**config.mk**
```make
export PLATFORM = sky130hd
export DESIGN_NAME = psum_drain_flat
export DESIGN_NICKNAME = d
export VERILOG_FILES = /design/src/rtl/psum_drain_if.sv /design/src/rtl/psum_drain.sv /design/src/flat_wrapper.sv
export SDC_FILE = /design/constraint.sdc
export NUM_CORES = 1
export LEC_CHECK = 0
export BUFFER_PORTS_ARGS = -buffer_cell sky130_fd_sc_hd__buf_2
export CAP_MARGIN = 20
export CORE_MARGIN = 2
export CORE_UTILIZATION = 57
export DETAILED_ROUTE_END_ITERATION = 6
export PLACE_DENSITY = 0.75
export SYNTH_ARGS = -nofsm -noshare
export SYNTH_HDL_FRONTEND = slang
export SYNTH_SLANG_ARGS = --single-unit
export TNS_END_PERCENT = 100
```
**constraint.sdc**
```tcl
create_clock -name clk -period 11.3 [get_ports clk]
set_input_delay 1.695 -clock clk [delete_from_list [all_inputs] [get_ports clk]]
set_output_delay 1.695 -clock clk [all_outputs]
set_load 0.05 [all_outputs]
```
**src/rtl/psum_drain_if.sv**
```systemverilog
//------------------------------------------------------------------------------
// Module  : psum_drain_if
// Brief   : Capture and drain stream bundle between MAC row, psum_drain and SRAM writer.
// Revision: 1.0 - initial release
//------------------------------------------------------------------------------
`timescale 1ns/1ps
`default_nettype none

interface psum_drain_if #(
    parameter int PSUM_BW = 20,
    parameter int COL     = 4
);
    localparam int CW = $clog2(COL);

    logic                      in_valid;
    logic signed [PSUM_BW-1:0] in_psum [COL-1:0];
    logic                      relu_en;
    logic                      out_ready;
    logic                      out_valid;
    logic signed [PSUM_BW-1:0] out_psum;
    logic [CW-1:0]             out_col;
    logic                      out_last;

    // The environment (row + consumer) drives master; psum_drain sits on slave.
    modport master (
        output in_valid, in_psum, relu_en, out_ready,
        input  out_valid, out_psum, out_col, out_last
    );

    modport slave (
        input  in_valid, in_psum, relu_en, out_ready,
        output out_valid, out_psum, out_col, out_last
    );
endinterface

`default_nettype wire

```
**src/rtl/psum_drain.sv**
```systemverilog
//------------------------------------------------------------------------------
// Module  : psum_drain
// Brief   : Vector FIFO behind the MAC row; drains one psum word per cycle with optional ReLU.
// Revision: 1.0 - initial release
//------------------------------------------------------------------------------
`timescale 1ns/1ps
`default_nettype none

module psum_drain #(
    parameter int PSUM_BW = 20,
    parameter int COL     = 4,
    parameter int DEPTH   = 8
) (
    input  wire logic                 clk,
    input  wire logic                 reset,
    psum_drain_if.slave               bus,
    output logic [$clog2(DEPTH):0]    count,
    output logic                      full,
    output logic                      overflow
);
    localparam int CW = $clog2(COL);
    localparam int AW = $clog2(DEPTH);
    localparam logic [AW:0]   c_DEPTH_CNT = (AW+1)'(DEPTH);
    localparam logic [CW-1:0] c_LAST_COL  = CW'(COL-1);

    logic [PSUM_BW-1:0] r_mem [DEPTH-1:0][COL-1:0];
    logic [AW-1:0]      r_wr_ptr;
    logic [AW-1:0]      r_rd_ptr;
    logic [CW-1:0]      r_col_idx;
    logic [AW:0]        r_count;
    logic               r_overflow;

    logic               w_fire;
    logic               w_pop;
    logic               w_wr;
    logic               w_drop;
    logic [PSUM_BW-1:0] w_raw;

    assign w_fire = bus.out_valid && bus.out_ready;
    assign w_pop  = w_fire && (r_col_idx == c_LAST_COL);
    // A full FIFO still accepts a capture when the head vector leaves on the same edge.
    assign w_wr   = bus.in_valid && ((r_count != c_DEPTH_CNT) || w_pop);
    assign w_drop = bus.in_valid && !w_wr;

    always_ff @(posedge clk or negedge reset) begin
        if (!reset) begin
            r_wr_ptr   <= '0;
            r_rd_ptr   <= '0;
            r_col_idx  <= '0;
            r_count    <= '0;
            r_overflow <= 1'b0;
        end else begin
            if (w_wr) begin
                r_wr_ptr <= r_wr_ptr + 1'b1;
            end
            if (w_fire) begin
                r_col_idx <= r_col_idx + 1'b1;
            end
            if (w_pop) begin
                r_rd_ptr <= r_rd_ptr + 1'b1;
            end
            if (w_wr && !w_pop) begin
                r_count <= r_count + 1'b1;
            end else if (w_pop && !w_wr) begin
                r_count <= r_count - 1'b1;
            end
            if (w_drop) begin
                r_overflow <= 1'b1;
            end
        end
    end

    // Storage carries no reset; validity is tracked solely by r_count.
    always_ff @(posedge clk) begin
        if (w_wr) begin
            for (int c = 0; c < COL; c++) begin
                r_mem[r_wr_ptr][c] <= bus.in_psum[c];
            end
        end
    end

    assign w_raw         = r_mem[r_rd_ptr][r_col_idx];
    assign bus.out_valid = (r_count != '0);
    assign bus.out_psum  = (bus.relu_en && w_raw[PSUM_BW-1]) ? '0 : w_raw;
    assign bus.out_col   = r_col_idx;
    assign bus.out_last  = bus.out_valid && (r_col_idx == c_LAST_COL);

    assign count    = r_count;
    assign full     = (r_count == c_DEPTH_CNT);
    assign overflow = r_overflow;
endmodule

`default_nettype wire

```
**src/flat_wrapper.sv**
```systemverilog
// flat-port wrapper written by rule: the top's interface ports become plain ports
module psum_drain_flat 
#(
    parameter int PSUM_BW = 20,
    parameter int COL     = 4,
    parameter int DEPTH   = 8
)
  (clk, reset, count, full, overflow, bus_in_valid, bus_in_psum, bus_relu_en, bus_out_ready, bus_out_valid, bus_out_psum, bus_out_col, bus_out_last);
  psum_drain_if #(.PSUM_BW(PSUM_BW), .COL(COL)) bus_i ();
  input  wire logic clk;
  input  wire logic reset;
  output logic [$clog2(DEPTH):0] count;
  output logic full;
  output logic overflow;
  input wire logic [$bits(bus_i.in_valid)-1:0] bus_in_valid;
  input wire logic [$bits(bus_i.in_psum)-1:0] bus_in_psum;
  input wire logic [$bits(bus_i.relu_en)-1:0] bus_relu_en;
  input wire logic [$bits(bus_i.out_ready)-1:0] bus_out_ready;
  output wire logic [$bits(bus_i.out_valid)-1:0] bus_out_valid;
  output wire logic [$bits(bus_i.out_psum)-1:0] bus_out_psum;
  output wire logic [$bits(bus_i.out_col)-1:0] bus_out_col;
  output wire logic [$bits(bus_i.out_last)-1:0] bus_out_last;
  assign bus_i.in_valid = bus_in_valid;
  assign bus_i.in_psum = {>>{bus_in_psum}};
  assign bus_i.relu_en = bus_relu_en;
  assign bus_i.out_ready = bus_out_ready;
  assign bus_out_valid = bus_i.out_valid;
  assign bus_out_psum = bus_i.out_psum;
  assign bus_out_col = bus_i.out_col;
  assign bus_out_last = bus_i.out_last;
  psum_drain #(.PSUM_BW(PSUM_BW), .COL(COL), .DEPTH(DEPTH)) u_core (.clk(clk), .reset(reset), .bus(bus_i), .count(count), .full(full), .overflow(overflow));
endmodule
```
; ---- Yosys cells after proc, flatten, opt, wreduce, memory -nomap -nowiden
; Memory sizes are Yosys's and may differ from the RTL's.
; Index checks and enable logic that the tools add are counted.
[classes]
n_addsub = 5
div_mod_pow = 0
muxes = 7
multipliers = 0
n_shift = 0
n_bitwise = 0
reduce_logical = 13
order_cmp = 1
eq_ne = 3
[op_table]
columns = operator, n
row1 = binary-select mux 20 bit (select 2 bit), 1
row2 = 2-to-1 mux 20 bit, 2
row3 = logical AND 1 bit, 8
row4 = 2-to-1 mux 4 bit, 2
row5 = adder 3 x 1 -> 3 bit (second input constant), 2
row6 = adder 4 x 1 -> 4 bit (second input constant), 1
row7 = == test 4 bit (second input constant), 1
row8 = != test 4 bit (second input constant), 1
row9 = nonzero test 4 bit, 1
row10 = subtractor 4 x 1 -> 4 bit (second input constant), 1
row11 = < comparator 2 x 3 -> 1 bit (second input constant), 1
row12 = adder 2 x 1 -> 2 bit (second input constant), 1
row13 = == test 2 bit (second input constant), 1
row14 = zero test 1 bit, 2
row15 = 2-to-1 mux 1 bit, 2
row16 = nonzero test 2 bit, 1
row17 = logical OR 1 bit, 1
[totals]
latch_bits = 0
register_bits = 13
mem_bits_rw = 640
memories = 1
mem_bits_ro = 0
output_inout_bits = 30
in_bits = 85
[memory_table]
columns = name, words, width, rd, rd_ports_with_merged_regs, write_ports, line
row1 = u_core.r_mem, 8, 80, 1, 0, 1, psum_drain.sv:26  ; logic [PSUM_BW-1:0] r_mem [DEPTH-1:0][COL-1:0];

; ---- Depth between registers and ports, before layout
[logic_depth]
ltp_word = 9
mapped_depth = 13
mapped_depth_nobuf = 13

; ---- Worst setup path before layout
; Ideal clock, no wire load.
[synth_path]
path_type = input port to flip-flop
from = input bus_out_ready
to = memory u_core.r_mem[0][0] (netlist bit) (enable)
setup_slack_ns = 1.050
setup_ns = 0.715
required_time_ns = 10.585
arrival_ns = 9.535
stages = 4
path_cell_list = nand2_1 -> nand2_1 -> nand2_1 -> nor4_1
[synth_via]
elab_chain_len = 6
[synth_rtl]
columns = element, line
row1 = from (decl), flat_wrapper.sv:18  ; input wire logic [$bits(bus_i.out_ready)-1:0] bus_out_ready;
row2 = logical AND 1 bit, psum_drain.sv:39  ; assign w_fire = bus.out_valid && bus.out_ready;
row3 = logical AND 1 bit, psum_drain.sv:40  ; assign w_pop = w_fire && (r_col_idx == c_LAST_COL);
row4 = logical OR 1 bit, psum_drain.sv:42  ; assign w_wr = bus.in_valid && ((r_count != c_DEPTH_CNT) || w_pop);
row5 = logical AND 1 bit, psum_drain.sv:42
row6 = 2-to-1 mux 1 bit, psum_drain.sv:75  ; if (w_wr) begin
row7 = 2-to-1 mux 1 bit (not written as such), psum_drain.sv:77  ; r_mem[r_wr_ptr][c] <= bus.in_psum[c];
row8 = to (decl), psum_drain.sv:26
; No other way between the ends.

; ---- Worst setup path in the final report
[layout_path]
from = register u_core.r_rd_ptr[1]
to = output bus_out_psum[14]
[layout_via]
elab_chain_len = 5
[layout_rtl]
columns = element, line
row1 = from (decl), psum_drain.sv:28  ; logic [AW-1:0] r_rd_ptr;
row2 = from (signal assigned), psum_drain.sv:60  ; r_rd_ptr <= r_rd_ptr + 1'b1;
row3 = memory read (8 x 80 bit) *, -
row4 = binary-select mux 20 bit (select 2 bit) *, psum_drain.sv:82  ; assign w_raw = r_mem[r_rd_ptr][r_col_idx];
row5 = 2-to-1 mux 20 bit (not written as such) *, psum_drain.sv:82
row6 = logical AND 1 bit, psum_drain.sv:84  ; assign bus.out_psum = (bus.relu_en && w_raw[PSUM_BW-1]) ? '0 : w_raw;
row7 = 2-to-1 mux 20 bit *, psum_drain.sv:84
row8 = to (decl), flat_wrapper.sv:20  ; output wire logic [$bits(bus_i.out_psum)-1:0] bus_out_psum;
; Every way passes the cells marked *; elsewhere a longest branch is shown, timed or not. The select of a mux whose other input is x is not followed.

==> metrics.txt <==
layout net count=1,388; CP startpoint kind=flop; largest net degree at the start of global routing=157; total global routing overflow=0; multi-input logic area=0.005497 sq mm; worst-path fanout max=156; Post-CTS Setup Repair Bufs=0; CTS Hold Bufs=0; Worst path max stage delay=900 ps; reg2reg end=u_core.r_mem[7][4]; CTS HTree Levels=2; YS warnings=0; initial core utilization=57.55%; Max Freq=0.1699 GHz; worst reg2reg setup slack=7430 ps; Main synth FF type=edfxtp_1; Reg clk slew, reported paths=60 ps; via/cell ratio=6.309; synth unique cells=45; Max Root-Sink Buffers=3; cell count after synthesis=1,157; global-route wire length before repair=78,280 microns; Max-Cap Viols=0; DRC violations left=0; post-synthesis sequential area ratio=76.96%; worst hold path type=flop to flop; die width=215.1 microns; Die H=215.1 microns; Fill cells=2,895; register bit total from synthesis=653; pwr dens=271.7 mW/mm^2; DR iter-0 viols=1,263; Worst EP required=9610 ps; hpwl dp=27,810 microns; critical path type=flop to output port; hold path start=u_core.overflow; root buffer cell=clkbuf_16; R2R Path Start=u_core.bus.out_col[1]; Ports=115; storage element area=0.01956 sq mm; syn_area_per_cell=21.95 sq um; Final setup viols=0; drt wl/cell=26.94 microns; worst slew pin tran=1093 ps; Post-synth ARST share=1.991%; gr usage total=22.95%; Num CTS Buffers=60; outcome=finished clean; placed cells=1,826; RePlAce Congestion=0.7225; crit end category=output port; Max-slew headroom=27.15%; final wirelength=52,070 microns; input/output buffers=114; first-pass detailed-route iteration total=5; worst path arrival time=4190 ps; leakage=9.300 nW; Post-Syn Nets=1,249; skew final=17.52 ps; post-cts sizing count=0; core area=0.04412 sq mm; Final ANT Viol Nets=0; vias in the first global route=12,520; final worst slack=5413 ps; final std cells w/o fill=1,933; Via Count=12,200; delay-heaviest family, CP=compound AO/OA/AOI/OAI gates; row count=77; worst hold stages=1; TNS Setup=0 ps; CP max stage cell=nand2_1; Final Hold Viols=0; share of post-route cells with drive strength above 1=28.80%; mapped cell area=0.02540 sq mm; full die area=0.04626 sq mm; R2R depth=9; clk sink count=653; worst vdd ir=0.0002822 V; initial antenna violation count=12; Clock Latency Late Sink=630 ps; crit path time final=5887 ps; final period utilization=52.10%; Layout area overhead=11.86%; CTS tree=done; CP bufs+invs=2; critical path cell sequence=buf_12, nand2_1, o22ai_1, a2111oi_2, a21oi_1, o311a_1, buf_2; RSZ-0062 raised after global routing=false; WHS Endpoint=u_core.overflow; fin util=64.38%; pre-CTS setup slack=6211 ps; max-slew violation count=0; Post-synth EDFFs=640
power by group:
part,internal (mW),total [mW],switching [mW]
Clock,1.05,1.88,0.826
Sequential,3.04,3.19,0.144
Combinational,1.01,2.65,1.64
Total,5.10,7.72,2.61
cells by family after synthesis:
group / Yosys count / share of synthesized area, %
AOI/OAI and AO/OA: 107 / 3.739
and+or+nand+nor: 110 / 2.252
buffers and inverters: 64 / 1.591
muxes: 207 / 14.78
DFF: 653 / 76.96
adders and majority gates: 7 / 0.3744
xor gates and xnor gates: 9 / 0.3104
Yosys cell counts, types with 2 or more instances:
library cell	count	area share [%]
mux4_2	134	12
buf_4	12	0.35
nand2b_1	5	0.12
inv_1	2	0.030
a21oi_1	19	0.37
edfxtp_1	640	76
mux2_2	3	0.13
nand3_1	7	0.14
o311a_1	18	0.71
nor3_1	5	0.099
dfrtp_1	13	1.3
clkbuf_1	13	0.19
nor2b_1	21	0.52
nand2_1	36	0.53
buf_8	3	0.18
buf_2	26	0.51
and2_1	2	0.049
ha_1	6	0.30
o22ai_1	19	0.47
a22oi_1	4	0.12
and3_1	19	0.47
buf_6	7	0.31
o221ai_1	18	0.62
a2111oi_2	19	1.1
mux2i_1	70	2.8
xnor2_1	8	0.28
and2b_1	2	0.059
nor2_1	8	0.12
nand4b_1	2	0.069
cell usage in the layout, fill, tap and decap left out, drive strengths merged, types with 2 or more instances in the layout:
cell type and n:
and2b 2, ha 6, nand4b 2, edfxtp 640, mux2 3, nand3 7
clkbuf 76, o22ai 19, inv 5, nor2 8, o221ai 18, and3 19
diode 4, nand2 36, and2 2, nand2b 5, o311a 18, a2111oi 20
a21oi 19, xnor2 8, nor3 5, mux4 134, nor2b 21, buf 139
clkinv 19, dfrtp 13, o21ai 3, a22oi 4, bufinv 3, clkinvlp 2
mux2i 70
stage by stage:
| stage | hold slack [ps] | cell area [sq um] | power [mW] |
|---|---|---|---|
| 2_1_floorplan | 525.0 | 25400 | 5.261 |
| 3_3_place_gp | 446.4 | 26580 | 5.851 |
| 3_5_place_dp | 456.7 | 26600 | 5.908 |
| 4_1_cts | 470.8 | 28400 | 7.779 |
| 5_1_grt | 493.1 | 28400 | 8.040 |
| 6_report | 467.1 | 28410 | 7.718 |
sequential cells by signal, indices dropped and copies added (netlist names):
register	flops
u_core.r_wr_ptr	3
u_core.overflow	1
u_core.count	4
u_core.bus.out_col	2
u_core.r_mem	640
u_core.r_rd_ptr	3
metal layers:
metal | global-route usage, % | routed length, microns | share of wire, %
met1 | 32.74 | 21970 | 42
met2 | 36.42 | 25060 | 48
met3 | 5.081 | 3784 | 7.3
met4 | 6.529 | 1198 | 2.3
met5 | 0 | 67 | 0.13
worst max path at each step:
stage	to	cells past startpoint	start	slack, ps
after floorplan	u_core.r_mem[0][0]	4	bus_out_ready	1050
after global routing	bus_out_psum[11]	7	u_core.r_rd_ptr[0]	5320
final	bus_out_psum[14]	7	u_core.r_rd_ptr[1]	5410
after global placement	bus_out_psum[12]	7	u_core.r_rd_ptr[0]	6220
after detailed placement	bus_out_psum[14]	7	u_core.r_rd_ptr[1]	6210
after CTS	bus_out_psum[14]	7	u_core.r_rd_ptr[1]	5520
area by class of cell:
type / count / share of cell area (%)
Sequential cell: 653 / 68.84
Multi-Input combinational cell: 440 / 19.35
Clock buffer: 76 / 5.571
Timing Repair Buffer: 139 / 2.828
Tap cell: 592 / 2.607
Clock inverter: 27 / 0.7487
Antenna cell: 4 / 0.03523
Inverter: 2 / 0.02643
Power figures use the tool's default switching activity.
